--- src/rtl/interval_timer_ctrl_if.sv ---
// Control/status bundle between a sequencing FSM and the interval timer.
// The master drives the run requests; the slave (the timer) reports progress.
interface interval_timer_ctrl_if #(parameter int N = 4);
    logic         start;
    logic         stop;
    logic         pause;
    logic         repeat_en;
    logic [N-1:0] preset;
    logic [N-1:0] count;
    logic         busy;
    logic         tick;
    logic         done;

    modport master (
        output start, stop, pause, repeat_en, preset,
        input  count, busy, tick, done
    );

    modport slave (
        input  start, stop, pause, repeat_en, preset,
        output count, busy, tick, done
    );
endinterface

--- src/rtl/interval_timer_ctrl.sv ---
// Interval timer: sequences a 74163-style counter from a latched preset up to all-ones,
// then finishes (one-shot) or reloads (repeat), with a registered tick per terminal cycle.
module counter #(
    parameter int N = 4
) (
    input  logic         clk,
    input  logic         clr_n,
    input  logic         ld_n,
    input  logic         enp,
    input  logic         ent,
    input  logic [N-1:0] din,
    output logic [N-1:0] dout,
    output logic         rco
);
    always_ff @(posedge clk) begin
        if (!clr_n)
            dout <= '0;
        else if (!ld_n)
            dout <= din;
        else if (enp && ent)
            dout <= dout + 1'b1;
    end

    // Terminal flag qualified by enp, so a held (ent=0) counter can still flag all-ones.
    assign rco = enp && (dout == '1);
endmodule

module interval_timer_ctrl #(
    parameter int N = 4
) (
    input  logic                  clk,
    input  logic                  clr,
    interval_timer_ctrl_if.slave  bus
);
    typedef enum logic [1:0] {IDLE, LOAD, RUN, DONE} state_t;

    state_t       state;
    logic [N-1:0] preset_q;
    logic         repeat_q;
    logic         busy_q;
    logic         tick_q;
    logic         done_q;

    logic         ld_n;
    logic         enp;
    logic         ent;
    logic         rco;
    logic [N-1:0] dout;

    counter #(.N(N)) u_counter (
        .clk   (clk),
        .clr_n (~clr),
        .ld_n  (ld_n),
        .enp   (enp),
        .ent   (ent),
        .din   (preset_q),
        .dout  (dout),
        .rco   (rco)
    );

    // stop also gates the enables, which keeps rco low and so lets stop beat a terminal cycle.
    always_comb begin
        ld_n = 1'b1;
        enp  = 1'b0;
        ent  = 1'b0;
        case (state)
            LOAD: ld_n = 1'b0;
            RUN: begin
                enp = ~bus.pause & ~bus.stop;
                ent = enp;
                if (rco) begin
                    if (repeat_q)
                        ld_n = 1'b0;
                    else
                        ent = 1'b0;
                end
            end
            default: ;
        endcase
    end

    always_ff @(posedge clk) begin
        if (clr) begin
            state    <= IDLE;
            preset_q <= '0;
            repeat_q <= 1'b0;
            busy_q   <= 1'b0;
            tick_q   <= 1'b0;
            done_q   <= 1'b0;
        end else begin
            tick_q <= (state == RUN) && rco;
            case (state)
                IDLE, DONE: begin
                    if (bus.start) begin
                        preset_q <= bus.preset;
                        repeat_q <= bus.repeat_en;
                        state    <= LOAD;
                        busy_q   <= 1'b1;
                        done_q   <= 1'b0;
                    end
                end
                LOAD: begin
                    if (bus.stop) begin
                        state  <= IDLE;
                        busy_q <= 1'b0;
                    end else begin
                        state  <= RUN;
                    end
                end
                RUN: begin
                    if (bus.stop) begin
                        state  <= IDLE;
                        busy_q <= 1'b0;
                    end else if (rco && !repeat_q) begin
                        state  <= DONE;
                        busy_q <= 1'b0;
                        done_q <= 1'b1;
                    end
                end
                default: state <= IDLE;
            endcase
        end
    end

    assign bus.count = dout;
    assign bus.busy  = busy_q;
    assign bus.tick  = tick_q;
    assign bus.done  = done_q;
endmodule

--- src/flat_wrapper.sv ---
// flat-port wrapper written by rule: the top's interface ports become plain ports
module interval_timer_ctrl_flat 
#(
    parameter int N = 4
)
  (clk, clr, bus_start, bus_stop, bus_pause, bus_repeat_en, bus_preset, bus_count, bus_busy, bus_tick, bus_done);
  interval_timer_ctrl_if #(.N(N)) bus_i ();
  input  logic clk;
  input  logic clr;
  input wire logic [$bits(bus_i.start)-1:0] bus_start;
  input wire logic [$bits(bus_i.stop)-1:0] bus_stop;
  input wire logic [$bits(bus_i.pause)-1:0] bus_pause;
  input wire logic [$bits(bus_i.repeat_en)-1:0] bus_repeat_en;
  input wire logic [$bits(bus_i.preset)-1:0] bus_preset;
  output wire logic [$bits(bus_i.count)-1:0] bus_count;
  output wire logic [$bits(bus_i.busy)-1:0] bus_busy;
  output wire logic [$bits(bus_i.tick)-1:0] bus_tick;
  output wire logic [$bits(bus_i.done)-1:0] bus_done;
  assign bus_i.start = bus_start;
  assign bus_i.stop = bus_stop;
  assign bus_i.pause = bus_pause;
  assign bus_i.repeat_en = bus_repeat_en;
  assign bus_i.preset = bus_preset;
  assign bus_count = bus_i.count;
  assign bus_busy = bus_i.busy;
  assign bus_tick = bus_i.tick;
  assign bus_done = bus_i.done;
  interval_timer_ctrl #(.N(N)) u_core (.clk(clk), .clr(clr), .bus(bus_i));
endmodule
--- config.mk ---
export PLATFORM = sky130hd
export DESIGN_NAME = interval_timer_ctrl_flat
export DESIGN_NICKNAME = d
export VERILOG_FILES = /design/src/rtl/interval_timer_ctrl_if.sv /design/src/rtl/interval_timer_ctrl.sv /design/src/flat_wrapper.sv
export SDC_FILE = /design/constraint.sdc
export NUM_CORES = 1
export LEC_CHECK = 0
export BUFFER_PORTS_ARGS = -buffer_cell sky130_fd_sc_hd__buf_2
export CORE_UTILIZATION = 35
export CTS_CLUSTER_SIZE = 16
export DETAILED_ROUTE_END_ITERATION = 6
export GPL_TIMING_DRIVEN = 0
export PLACE_DENSITY_LB_ADDON = 0.1
export SYNTH_ARGS = -nofsm -noshare
export SYNTH_HDL_FRONTEND = slang
export SYNTH_SLANG_ARGS = --single-unit
--- constraint.sdc ---
create_clock -name clk -period 1.8 [get_ports clk]
set_clock_uncertainty 0.05 [all_clocks]
set_input_delay 0.36 -clock clk [delete_from_list [all_inputs] [get_ports clk]]
set_output_delay 0.36 -clock clk [all_outputs]
set_load 0.01 [all_outputs]
# --- Yosys cells after proc, flatten, opt, wreduce, memory -nomap -nowiden ---
# Cells that the tools add are included.
totals:
  register_bits: 14
  output_inout_bits: 7
  input_bits: 10
classes:
  bitwise_logic: 3
  eq_ne: 10
  addsub: 1
  muxes: 23
  n_reduce_logical: 12
op_table:
  columns: ["operator", "count"]
  rows:
  - ["$mux 1", 13]
  - ["$mux 2", 4]
  - ["$mux 4", 2]
  - ["$ne 2x2->1 const B", 4]
  - ["$pmux 2 s3", 1]
  - ["$add 4x1->4 const B", 1]
  - ["$eq 2x2->1 const B", 2]
  - ["$eq 4x4->1 const B", 1]
  - ["$logic_and 1x1->1", 4]
  - ["$pmux 1 s2", 2]
  - ["$reduce_and 2->1", 2]
  - ["$reduce_and 4->1", 1]
  - ["$ne 3x3->1 const B", 1]
  - ["$pmux 1 s3", 1]
  - ["$reduce_and 3->1", 1]
  - ["$eq 2x1->1 const B", 1]
  - ["$logic_not 2->1", 1]
  - ["$ne 2x1->1 const B", 1]
  - ["$not 1->1", 2]
  - ["$reduce_bool 2->1", 1]
  - ["$reduce_or 2->1", 1]
  - ["$and 1x1->1", 1]
  - ["$logic_not 1->1", 1]

# --- Longest topological paths before layout ---
# Gate-level depths: netlist of run 1.
depth:
  depth_word: 9
  ltp_mapped: 6
  ltp_nobuf: 6

# --- Modules after synthesis ---
# Synthesis of run 1 repeated with hierarchy kept, for this count alone.
unflattened:
  cells_unflattened: 82
  area_unflattened_um2: 680.7
modules_own_cells:
  columns: ["module", "n_inst", "cells_per_inst", "area_per_inst_um2", "seq_area_each_um2"]
  rows:
  - ["interval_timer_ctrl", 1, 58, 475.5, 200.2]
  - ["counter", 1, 24, 205.2, 80.1]

# --- Least setup slack after synthesis of run 1 ---
# Ideal clock, no wire load.
synth_path:
  kind: "reg-to-reg"
  start: "register u_core.state[0]"
  end: "register u_core.u_counter.dout[2]"
  path_stages_with_launch: 7
  slack_ns: 0.245
  path_buffers: 0
  arrival_time_ns: 1.402
  cell_sequence: "dfxtp_1 inv_1 ha_1 nor3b_4 a31oi_4 nor2_1 a2111oi_2"
synth_via:
  elab_chain_len: 7
  word_cells_on_any_way: 11
synth_rtl:
  columns: ["item", "line_no", "rtl"]
  rows:
  - ["start: declaration", "interval_timer_ctrl.sv:37", "state_t state;"]
  - ["start signal: assignment", "interval_timer_ctrl.sv:84", "state <= IDLE;"]
  - ["start signal: assignment", "interval_timer_ctrl.sv:97", "state <= LOAD;"]
  - ["start signal: assignment", "interval_timer_ctrl.sv:104", "state <= IDLE;"]
  - ["$eq 2x2->1", "interval_timer_ctrl.sv:66", "case (state)"]
  - ["$mux 1", "interval_timer_ctrl.sv:66", null]
  - ["$logic_and 1x1->1", "interval_timer_ctrl.sv:25", "assign rco = enp && (dout == '1);"]
  - ["$mux 1", "interval_timer_ctrl.sv:71", "if (rco) begin"]
  - ["$mux 1", "interval_timer_ctrl.sv:66", null]
  - ["$logic_and 1x1->1", "interval_timer_ctrl.sv:20", "else if (enp && ent)"]
  - ["$ne 2x1->1 (no line)", null, null]
  - ["end signal: assignment", "interval_timer_ctrl.sv:19", "dout <= din;"]
  - ["end signal: assignment", "interval_timer_ctrl.sv:21", "dout <= dout + 1'b1;"]
  - ["end: declaration", "interval_timer_ctrl.sv:12", "output logic [N-1:0] dout,"]
# Several ways; a longest one is shown, not always the timed one.
# A chain may end at the register's enable or synchronous reset.

# --- Final worst setup path of run 1 ---
# Ends and elaborated chain as after synthesis.

==> impl_results.md, run 1 <==
- Status: finished clean
- Port buffer count: 16
- Critical path's slowest cell: dfxtp_2
- Max Fclk: 595 MHz
- GP Congestion: 0.756
- Setup TNS: 0 ps
- Avg Vias per Cell: 4.96
- Crit path capture: u_core.u_counter.dout[2]
- Number of buffers created by CTS: 3
- First-pass GRT wire length: 2440 um
- Register area share after synthesis: 39.2%
- Initial DRT Pass Iterations: 3
- Final setup fails: 0
- Initial Utilization: 39.3%
- Rel. slew slack: 65.4%
- Detail Route Antenna Nets: 0
- Sequential power share: 46.8%
- Routed wire length: 1550 um
- Post-synth top area share: 39.2%
- H-tree depth: 1
- Yosys warning count: 0
- Vias in the first global route: 565
- Sw power: 0.233 mW
- Clock transition at path regs: 90 ps
- CTS tree: yes
- Power Density: 862 mW/mm^2
- CP top delay family: compound AO/OA/AOI/OAI gates
- Synth area leader: dfxtp_1
- Largest net degree at the start of global routing: 11
- Fin. max-slew vios: 0
- Synthesized flop and latch total: 14
- Worst-skew pair later-pin latency: 280 ps
- CP Cell Sequence: inv_1 > ha_2 > nor3b_4 > buf_6 > a31oi_4 > buf_4 > a2111oi_2
- Hold crit path type: primary input to register
- Net Count, Synth: 93
- Detailed-route wire length per cell: 12.0 um
- Total GRT Usage: 15.8%
- Top cells by area, synth: dfxtp_1 (39%), a21oi_1 (6.3%), nand2_1 (5.8%)
- Comb power frac: 23.5%
- Worst R2R Start: u_core.state[0]
- Post-Syn Area: 716 um^2
- Total congestion overflow: 0
- Worst Reg-to-Reg Cells: 7
- CP required: 1940 ps
- CTS Sinks: 14
- Max incr delay on CP: 330 ps
- First-iteration detailed-routing DRC count: 12
- Antenna Diode Count: 0
- Worst r2r dst: u_core.u_counter.dout[2]
- Max VDD drop: 449 uV
- Sw Share: 29.9%
- Startpoint types: register
- Internal: 0.547 mW
- WP depth: 7
- Initial antenna violation count: 0
- Final hold violations: 0
- Distinct cells, synth: 27
- Core area: 0.00182 mm^2
- Critical path type: register to register
- Setup crit end kind: register
- Place WS: 92.4 ps
- Total number of vias: 640
- CP max FO: 8
- Cells after Synth: 80
- Leakage: 0.375 nW
- CP bufs+invs: 3
- Nets: 118
- Chip Height: 47.2 um
- Post-route clock period utilization: 93.4%
- R2R setup slack: 120 ps
- I/O pin count: 17
- Clock power share: 29.7%
- Post-DP HPWL: 1080 um
- Full die area: 0.00223 mm^2
- Final setup margin: 119 ps
- WP data arrival: 1820 ps
- Area Growth Syn to Fin: 26.4%
- Unrepaired setup endpoints after global routing: no
- FP Rows: 15
- Share of post-route cells with drive strength above 1: 34.6%
- Root buf cell: clkbuf_4
- Synth Area per Inst: 8.95 um^2
- Die Width: 47.2 um
- Worst Tran Pin Value: 519 ps
- DRC violations left: 0
- Critical Path Start: u_core.state[0]
- MaxCap Viol Count: 0
- CTS Buffer Depth: 2
- Clock period minus worst slack: 1680 ps
[registers in the layout (all words and copies together), names as in the netlist]
signal / cells
u_core.bus.done: 1
u_core.bus.busy: 1
u_core.u_counter.dout: 4
u_core.repeat_q: 1
u_core.bus.tick: 1
u_core.preset_q: 4
u_core.state: 2
[what timing repair did]
| item | in CTS | in global routing |
|---|---|---|
| hold buffers | 0 | 0 |
| endpoints found under the setup margin | 0 | 5 |
| resized for setup | 0 | 3 |
| setup buffers | 0 | 5 |
[final cells by class]
type,count,area (um^2)
Tap cell,25,31.3
Inverter,3,11.3
Sequential cell,14,282
Fill cell,196,916
Timing Repair Buffer,21,121
Clock buffer,4,36.3
Multi-Input combinational cell,61,419
Buffer,1,3.75
[Yosys cell counts]
| master | number |
|---|---|
| dfxtp_1 | 14 |
| nand2_1 | 11 |
| a21oi_1 | 9 |
| nand3_1 | 7 |
| nor2_1 | 7 |
| ha_1 | 3 |
| inv_1 | 3 |
| a211oi_1 | 2 |
| a211oi_2 | 2 |
| a31oi_1 | 2 |
| and3_1 | 2 |
| clkbuf_1 | 2 |
| xor2_1 | 2 |
| a2111oi_2 | 1 |
| a21o_1 | 1 |
| a21o_2 | 1 |
| a311oi_1 | 1 |
| a31oi_4 | 1 |
| and2b_4 | 1 |
| nand2b_1 | 1 |
| nand4b_1 | 1 |
| nor2b_1 | 1 |
| nor3_1 | 1 |
| nor3b_4 | 1 |
| nor4b_2 | 1 |
| o211ai_2 | 1 |
| o21ai_1 | 1 |
[worst min-delay path by stage]
stage | start | endpoint | slack, ps | cells past startpoint
global route | clr | u_core.u_counter.dout[3] | 260 | 2
global placement | u_core.preset_q[3] | u_core.preset_q[3] | 400 | 2
detailed placement | u_core.preset_q[3] | u_core.preset_q[3] | 400 | 2
finish | clr | u_core.u_counter.dout[3] | 270 | 2
CTS | clr | u_core.u_counter.dout[3] | 250 | 2
floorplan | clr | u_core.u_counter.dout[3] | 370 | 1
[layer usage]
metal	track usage, %	vias up	wire [um]
li1	-	338	-
met1	20.7	289	793
met2	23.8	11	697
met3	2.31	2	43
met4	10.3	0	13
met5	0	-	0
[cells in the final DEF, fill, tap and decap left out, drive strengths merged, types with 2 or more instances in the layout]
cell    netlist  layout
ha            3       3
a211oi        4       4
nor2          7       7
a21o          2       2
and3          2       2
xor2          2       2
nand3         7       7
nand2        11      11
a31oi         3       3
dfxtp        14      14
buf           0      21
inv           3       3
clkbuf        2       5
a21oi         9       9
[per-stage QoR]
stage	utilization, %	hold slack, ps	power, mW	cell area [um^2]	cells
after detailed placement	45.4	398	0.543	827	121
after floorplan	-	375	0.487	716	80
after global placement	45.4	397	0.542	827	121
after global routing	49.7	258	0.832	905	129
final	49.7	269	0.780	905	129
after CTS	47.4	252	0.778	863	125
[cell families after synthesis]
logic type,count (synthesis),synth area share (%)
and+or+nand+nor,34,25.9
AOI/OAI and AO/OA,22,24.6
DFF,14,39.2
buffers and inverters,5,2.62
adders and majority gates,3,5.25
xor gates and xnor gates,2,2.45
[worst reg2reg max path: cells and delay by family, from the launching register on]
family	cells	cell delay (ps)
flops	1	330
simple gates	1	200
compound gates	2	400
fa+ha+maj	1	220
buf+inv	3	380
[power by group through the flow]
stage | logic, mW | clock network [mW] | registers [mW]
after detailed placement | 0.171 | 0 | 0.372
after floorplan | 0.112 | 0 | 0.375
after global routing | 0.207 | 0.255 | 0.370
final | 0.183 | 0.231 | 0.365
after CTS | 0.172 | 0.242 | 0.364
after global placement | 0.171 | 0 | 0.371
Power figures use the tool's default switching activity.
==> inputs of run 2 (changes only) <==
--- a/config.mk
+++ b/config.mk
@@ -7,10 +7,13 @@
 export LEC_CHECK = 0
 export BUFFER_PORTS_ARGS = -buffer_cell sky130_fd_sc_hd__buf_2
 export CORE_UTILIZATION = 35
+export CTS_BUF_LIST = sky130_fd_sc_hd__clkbuf_4
 export CTS_CLUSTER_SIZE = 16
 export DETAILED_ROUTE_END_ITERATION = 6
 export GPL_TIMING_DRIVEN = 0
+export MAX_ROUTING_LAYER = met4
 export PLACE_DENSITY_LB_ADDON = 0.1
+export SLEW_MARGIN = 20
 export SYNTH_ARGS = -nofsm -noshare
 export SYNTH_HDL_FRONTEND = slang
 export SYNTH_SLANG_ARGS = --single-unit
==> impl_results.md, run 2 (same netlist as run 1, synthesis figures left out) <==
- Status: finished clean (unchanged)
- Max VDD drop: 449 uV (about the same)
- Unrepaired setup endpoints after global routing: no (unchanged)
- Most frequent cells in the layout: buf_2 (16), dfxtp_1 (13), nand2_1 (11) (unchanged)
- Worst R2R Start: u_core.state[0] (unchanged)
- Critical Path Start: u_core.state[0] (unchanged)
- Vias in the first global route: 557 (was 565)
- Detail Route Antenna Nets: 0 (unchanged)
- Total GRT Usage: 15.8% (about the same)
- First-iteration detailed-routing DRC count: 12 (unchanged)
- DRC violations left: 0 (unchanged)
- CP bufs+invs: 3 (unchanged)
- CTS tree: yes (unchanged)
- Die Width: 47.2 um (unchanged)
- I/O pin count: 17 (unchanged)
- Area Growth Syn to Fin: 25.0% (was 26.4%)
- Post-DP HPWL: 1080 um (unchanged)
- Fin. max-slew vios: 0 (unchanged)
- Nets: 118 (unchanged)
- WP data arrival: 1810 ps (was 1820 ps)
- Placed instance count: 121 (unchanged)
- Rel. slew slack: 65.4% (about the same)
- CP Cell Sequence: inv_1 > ha_2 > nor3b_4 > buf_6 > a31oi_4 > buf_4 > a2111oi_2 (unchanged)
- Final hold violations: 0 (unchanged)
- Total number of vias: 647 (was 640)
- MaxCap Viol Count: 0 (unchanged)
- GP Congestion: 0.766 (was 0.756)
- Hold buffer count at cts: 0 (unchanged)
- Full die area: 0.00223 mm^2 (unchanged)
- Min Hold Slack: 271 ps (was 269 ps)
- Worst-skew pair later-pin latency: 280 ps (about the same)
- Initial DRT Pass Iterations: 4 (was 3)
- Clock period minus worst slack: 1680 ps (about the same)
- CP max FO: 8 (unchanged)
- CTS Sinks: 14 (unchanged)
- Startpoint types: register (unchanged)
- CP required: 1930 ps (was 1940 ps)
- Routed wire length: 1540 um (was 1550 um)
- Max incr delay on CP: 330 ps (about the same)
- Antenna Diode Count: 0 (unchanged)
- Initial antenna violation count: 0 (unchanged)
- Share of post-route cells with drive strength above 1: 33.7% (was 34.6%)
- Detailed-route wire length per cell: 11.9 um (was 12.0 um)
- Clock transition at path regs: 90 ps (about the same)
- Most common cell after layout, fill and taps aside: buf_2 (unchanged)
- Largest net degree at the start of global routing: 11 (unchanged)
- Regs by FF count: u_core.preset_q: 4 flops, u_core.u_counter.dout: 4 flops, u_core.state: 2 flops (unchanged)
- Setup crit end kind: register (unchanged)
- Fin cells: 129 (unchanged)
- Number of buffers created by CTS: 3 (unchanged)
- Leakage: 0.369 nW (was 0.375 nW)
- Setup TNS: 0 ps (unchanged)
- CTS Buffer Depth: 2 (unchanged)
- Power Density: 819 mW/mm^2 (was 862 mW/mm^2)
- First-pass GRT wire length: 2420 um (was 2440 um)
- Critical path type: register to register (unchanged)
- Initial Utilization: 39.3% (unchanged)
- H-tree depth: 1 (unchanged)
- Max Fclk: 594 MHz (was 595 MHz)
- # fillers: 199 (was 196)
- FP Rows: 15 (unchanged)
- Hold crit path type: primary input to register (unchanged)
- Post-route clock period utilization: 93.5% (was 93.4%)
- Root buf cell: clkbuf_4 (unchanged)
- Worst Tran Pin Value: 519 ps (about the same)
- Hold Startpoint: clr (unchanged)
- Core area: 0.00182 mm^2 (unchanged)
- Chip Height: 47.2 um (unchanged)
- Critical path's slowest cell: dfxtp_2 (unchanged)
- Avg Vias per Cell: 5.02 (was 4.96)
- CP top delay family: compound AO/OA/AOI/OAI gates (unchanged)
- Total congestion overflow: 0 (unchanged)
- Final setup fails: 0 (unchanged)
- Port buffer count: 16 (unchanged)
[run 2: power by group]
group	internal [mW]	switching, mW
sequential	0.340	0.0257
clock	0.0803	0.103
combinational	0.0839	0.0995
total	0.504	0.229
[run 2: metrics by stage]
stage	area [um^2]	power (mW)	util, %	worst slack (ps)
global route	895	0.783	49.1	6.30
floorplan	716	0.487	-	245
detailed placement	827	0.543	45.4	92.4
CTS	853	0.730	46.9	66.0
finish	895	0.733	49.1	117
global placement	827	0.542	45.4	94.1
[run 2: repair_timing]
| action | CTS | global route |
|---|---|---|
| hold endpoints to repair | 0 | 0 |
| gates resized for setup | 0 | 3 |
| setup endpoints to repair | 0 | 5 |
| setup buffers | 0 | 5 |
[run 2: cell type report]
cell class	count	area (um^2)	area share [%]
Multi-Input combinational cell	61	419	46.9
Timing Repair Buffer	21	121	13.6
Inverter	3	11.3	1.26
Sequential cell	14	282	31.5
Clock inverter	1	3.75	0.420
Tap cell	25	31.3	3.50
Clock buffer	3	22.5	2.52
Buffer	1	3.75	0.420
[run 2: path summary, 6_finish.rpt]
| check | endpoint | slack, ps | cells past startpoint |
|---|---|---|---|
| worst max register to register | u_core.u_counter.dout[2] | 120 | 7 |
| worst min register to register | u_core.preset_q[3] | 410 | 2 |
| worst min-delay path | u_core.u_counter.dout[3] | 270 | 2 |
| worst max-delay path | u_core.u_counter.dout[2] | 120 | 7 |
[run 2: per-layer routing]
layer	track usage (%)	up-vias	part of all wire (%)
li1	-	339	-
met1	20.7	293	51
met2	23.8	13	44
met3	2.31	2	3.5
met4	6.86	0	0.85
met5	-	-	0
==> inputs of run 3 (changes only) <==
--- a/config.mk
+++ b/config.mk
@@ -12,7 +12,7 @@
 export DETAILED_ROUTE_END_ITERATION = 6
 export GPL_TIMING_DRIVEN = 0
 export MAX_ROUTING_LAYER = met4
-export PLACE_DENSITY_LB_ADDON = 0.1
+export PLACE_DENSITY = 0.54
 export SLEW_MARGIN = 20
 export SYNTH_ARGS = -nofsm -noshare
 export SYNTH_HDL_FRONTEND = slang
==> impl_results.md, run 3 (same netlist as run 1, synthesis figures left out) <==
- I/O pin count: 17 (unchanged)
- CP top delay family: buffers and inverters (was compound AO/OA/AOI/OAI gates)
- Hold Startpoint: bus_preset[1] (was clr)
- Total GRT Usage: 17.2% (was 15.8%)
- CP required: 1940 ps (was 1930 ps)
- Multi-input combinational cell area: 419 um^2 (unchanged)
- Port buffer count: 16 (unchanged)
- Fin. max-slew vios: 0 (unchanged)
- Worst-skew pair later-pin latency: 280 ps (about the same)
- GP Congestion: 0.772 (was 0.766)
- Comb power frac: 25.3% (was 25.0%)
- Nets: 117 (was 118)
- DRC violations left: 0 (unchanged)
- CTS tree: yes (unchanged)
- Routed wire length: 1560 um (was 1540 um)
- Share of post-route cells with drive strength above 1: 33.0% (was 33.7%)
- Post-DP HPWL: 1170 um (was 1080 um)
- Clock power share: 25.3% (was 25.1%)
- Post-route clock period utilization: 92.9% (was 93.5%)
- Worst R2R Start: u_core.state[0] (unchanged)
- Worst Tran Pin Value: 504 ps (was 519 ps)
- Max Fclk: 598 MHz (was 594 MHz)
- Startpoint types: register (unchanged)
- Number of buffers created by CTS: 3 (unchanged)
- Detailed-route wire length per cell: 12.2 um (was 11.9 um)
- Max VDD drop: 422 uV (was 449 uV)
- Critical path type: register to register (unchanged)
- CP bufs+invs: 3 (unchanged)
- Full die area: 0.00223 mm^2 (unchanged)
- Avg Vias per Cell: 4.98 (was 5.02)
- Most common cell after layout, fill and taps aside: buf_2 (unchanged)
- MaxCap Viol Count: 0 (unchanged)
- # fillers: 190 (was 199)
- Hold endpoint: u_core.preset_q[1] (was u_core.u_counter.dout[3])
- Detail Route Antenna Nets: 0 (unchanged)
- Initial Utilization: 39.3% (unchanged)
- Internal: 0.508 mW (was 0.504 mW)
- Leakage: 0.365 nW (was 0.369 nW)
- Antenna Diode Count: 0 (unchanged)
- Total number of vias: 638 (was 647)
- CTS Buffer Depth: 2 (unchanged)
- Final setup fails: 0 (unchanged)
- Setup TNS: 0 ps (unchanged)
- Sw Share: 31.5% (was 31.2%)
- Rel. slew slack: 66.4% (was 65.4%)
- Largest net degree at the start of global routing: 11 (unchanged)
- Critical path's slowest cell: dfxtp_2 (unchanged)
- Min Hold Slack: 270 ps (was 271 ps)
- Hold depth: 3 (was 2)
- Root buf cell: clkbuf_4 (unchanged)
- CP max FO: 8 (unchanged)
- Regs by FF count: u_core.preset_q: 4 flops, u_core.u_counter.dout: 4 flops, u_core.state: 2 flops (unchanged)
- Final core area utilization: 48.5% (was 49.1%)
- Sequential power share: 49.5% (was 49.9%)
- Chip Height: 47.2 um (unchanged)
- Core area: 0.00182 mm^2 (unchanged)
- Final setup margin: 128 ps (was 117 ps)
- Hold crit path type: primary input to register (unchanged)
- Initial DRT Pass Iterations: 4 (unchanged)
- Hold buffer count at cts: 0 (unchanged)
- Clock transition at path regs: 90 ps (about the same)
- H-tree depth: 1 (unchanged)
- Unrepaired setup endpoints after global routing: no (unchanged)
- First-pass GRT wire length: 2480 um (was 2420 um)
- Die Width: 47.2 um (unchanged)
- Final hold violations: 0 (unchanged)
- Setup crit end kind: register (unchanged)
- Register Area: 282 um^2 (unchanged)
- Crit path top cell by count: buf_4
- Worst Reg-to-Reg Cells: 7 (unchanged)
- Clock period minus worst slack: 1670 ps (was 1680 ps)
- Area Growth Syn to Fin: 23.4% (was 25.0%)
- First-iteration detailed-routing DRC count: 12 (unchanged)
- WP data arrival: 1810 ps (about the same)
- FP Rows: 15 (unchanged)
- CTS Sinks: 14 (unchanged)
- Max incr delay on CP: 340 ps (was 330 ps)
- Sw power: 0.233 mW (was 0.229 mW)
- CP Cell Sequence: inv_1 > ha_2 > nor3b_4 > buf_4 > a31oi_4 > buf_4 > a2111oi_2 (was inv_1 > ha_2 > nor3b_4 > buf_6 > a31oi_4 > buf_4 > a2111oi_2)
- Power Density: 839 mW/mm^2 (was 819 mW/mm^2)
- Place WS: 103 ps (was 92.4 ps)
- Status: finished clean (unchanged)
- Total congestion overflow: 0 (unchanged)
- R2R setup slack: 130 ps (was 120 ps)
- Vias in the first global route: 550 (was 557)
- Initial antenna violation count: 0 (unchanged)
- Most frequent cells in the layout: buf_2 (16), dfxtp_1 (13), nand2_1 (11) (unchanged)
- Worst r2r dst: u_core.u_counter.dout[2] (unchanged)
[run 3: cell count changes in the layout (fill, tap and decap cells not counted), sizes merged]
cell and change:
buf -1
[run 3: stage by stage]
| stage | power, mW | instance area [um^2] | instances |
|---|---|---|---|
| 5_1_grt | 0.791 | 883 | 128 |
| 3_5_place_dp | 0.544 | 827 | 121 |
| 3_3_place_gp | 0.541 | 827 | 121 |
| 6_report | 0.741 | 883 | 128 |
| 2_1_floorplan | 0.487 | 716 | 80 |
| 4_1_cts | 0.737 | 853 | 125 |
[run 3: worst register-to-register path, stage by stage, from the launching register on]
cell	delay, ps
dfxtp_2	340
inv_1	60
ha_2	220
nor3b_4	180
buf_4	180
a31oi_4	130
buf_4	160
a2111oi_2	270
[run 3: how the worst max path moves through the flow]
stage / depth (start not counted) / slack [ps] / start / to
after floorplan: 6 / 240 / u_core.state[0] / u_core.u_counter.dout[2]
after global placement: 6 / 100 / u_core.state[0] / u_core.u_counter.dout[2]
after detailed placement: 6 / 100 / u_core.state[0] / u_core.u_counter.dout[2]
after CTS: 6 / 70 / u_core.state[0] / u_core.u_counter.dout[2]
after global routing: 5 / 7 / u_core.u_counter.dout[0] / u_core.bus.busy
final: 7 / 130 / u_core.state[0] / u_core.u_counter.dout[2]
[run 3: power by group through the flow]
stage / Clock [mW] / Combinational (mW) / Sequential, mW
after global routing: 0.210 / 0.209 / 0.371
after floorplan: 0 / 0.112 / 0.375
after CTS: 0.199 / 0.172 / 0.366
after global placement: 0 / 0.170 / 0.371
final: 0.187 / 0.187 / 0.367
after detailed placement: 0 / 0.171 / 0.373
[run 3: routing by layer]
metal  track usage, %  routed length, um  vias up
met5                -                  0        -
met4             6.86                 13        0
met1             22.2                777      283
met3             5.77                 71        2
li1                 -                  -      334
met2             24.4                699       19
[run 3: repair_timing]
| item | 4_1_cts | 5_1_grt |
|---|---|---|
| buffers inserted | 0 | 4 |
| endpoints found under the setup margin | 0 | 3 |
| gates resized for setup | 0 | 2 |
[run 3: layout make-up]
cell class | instances | share of cell area (%)
clock buffers | 3 | 2.55
inverters | 3 | 1.27
repair buffers | 20 | 12.5
well taps | 25 | 3.54
flip-flops and latches | 14 | 31.9
plain buffers | 1 | 0.425
clock inverters | 1 | 0.425
multi-input cells | 61 | 47.5
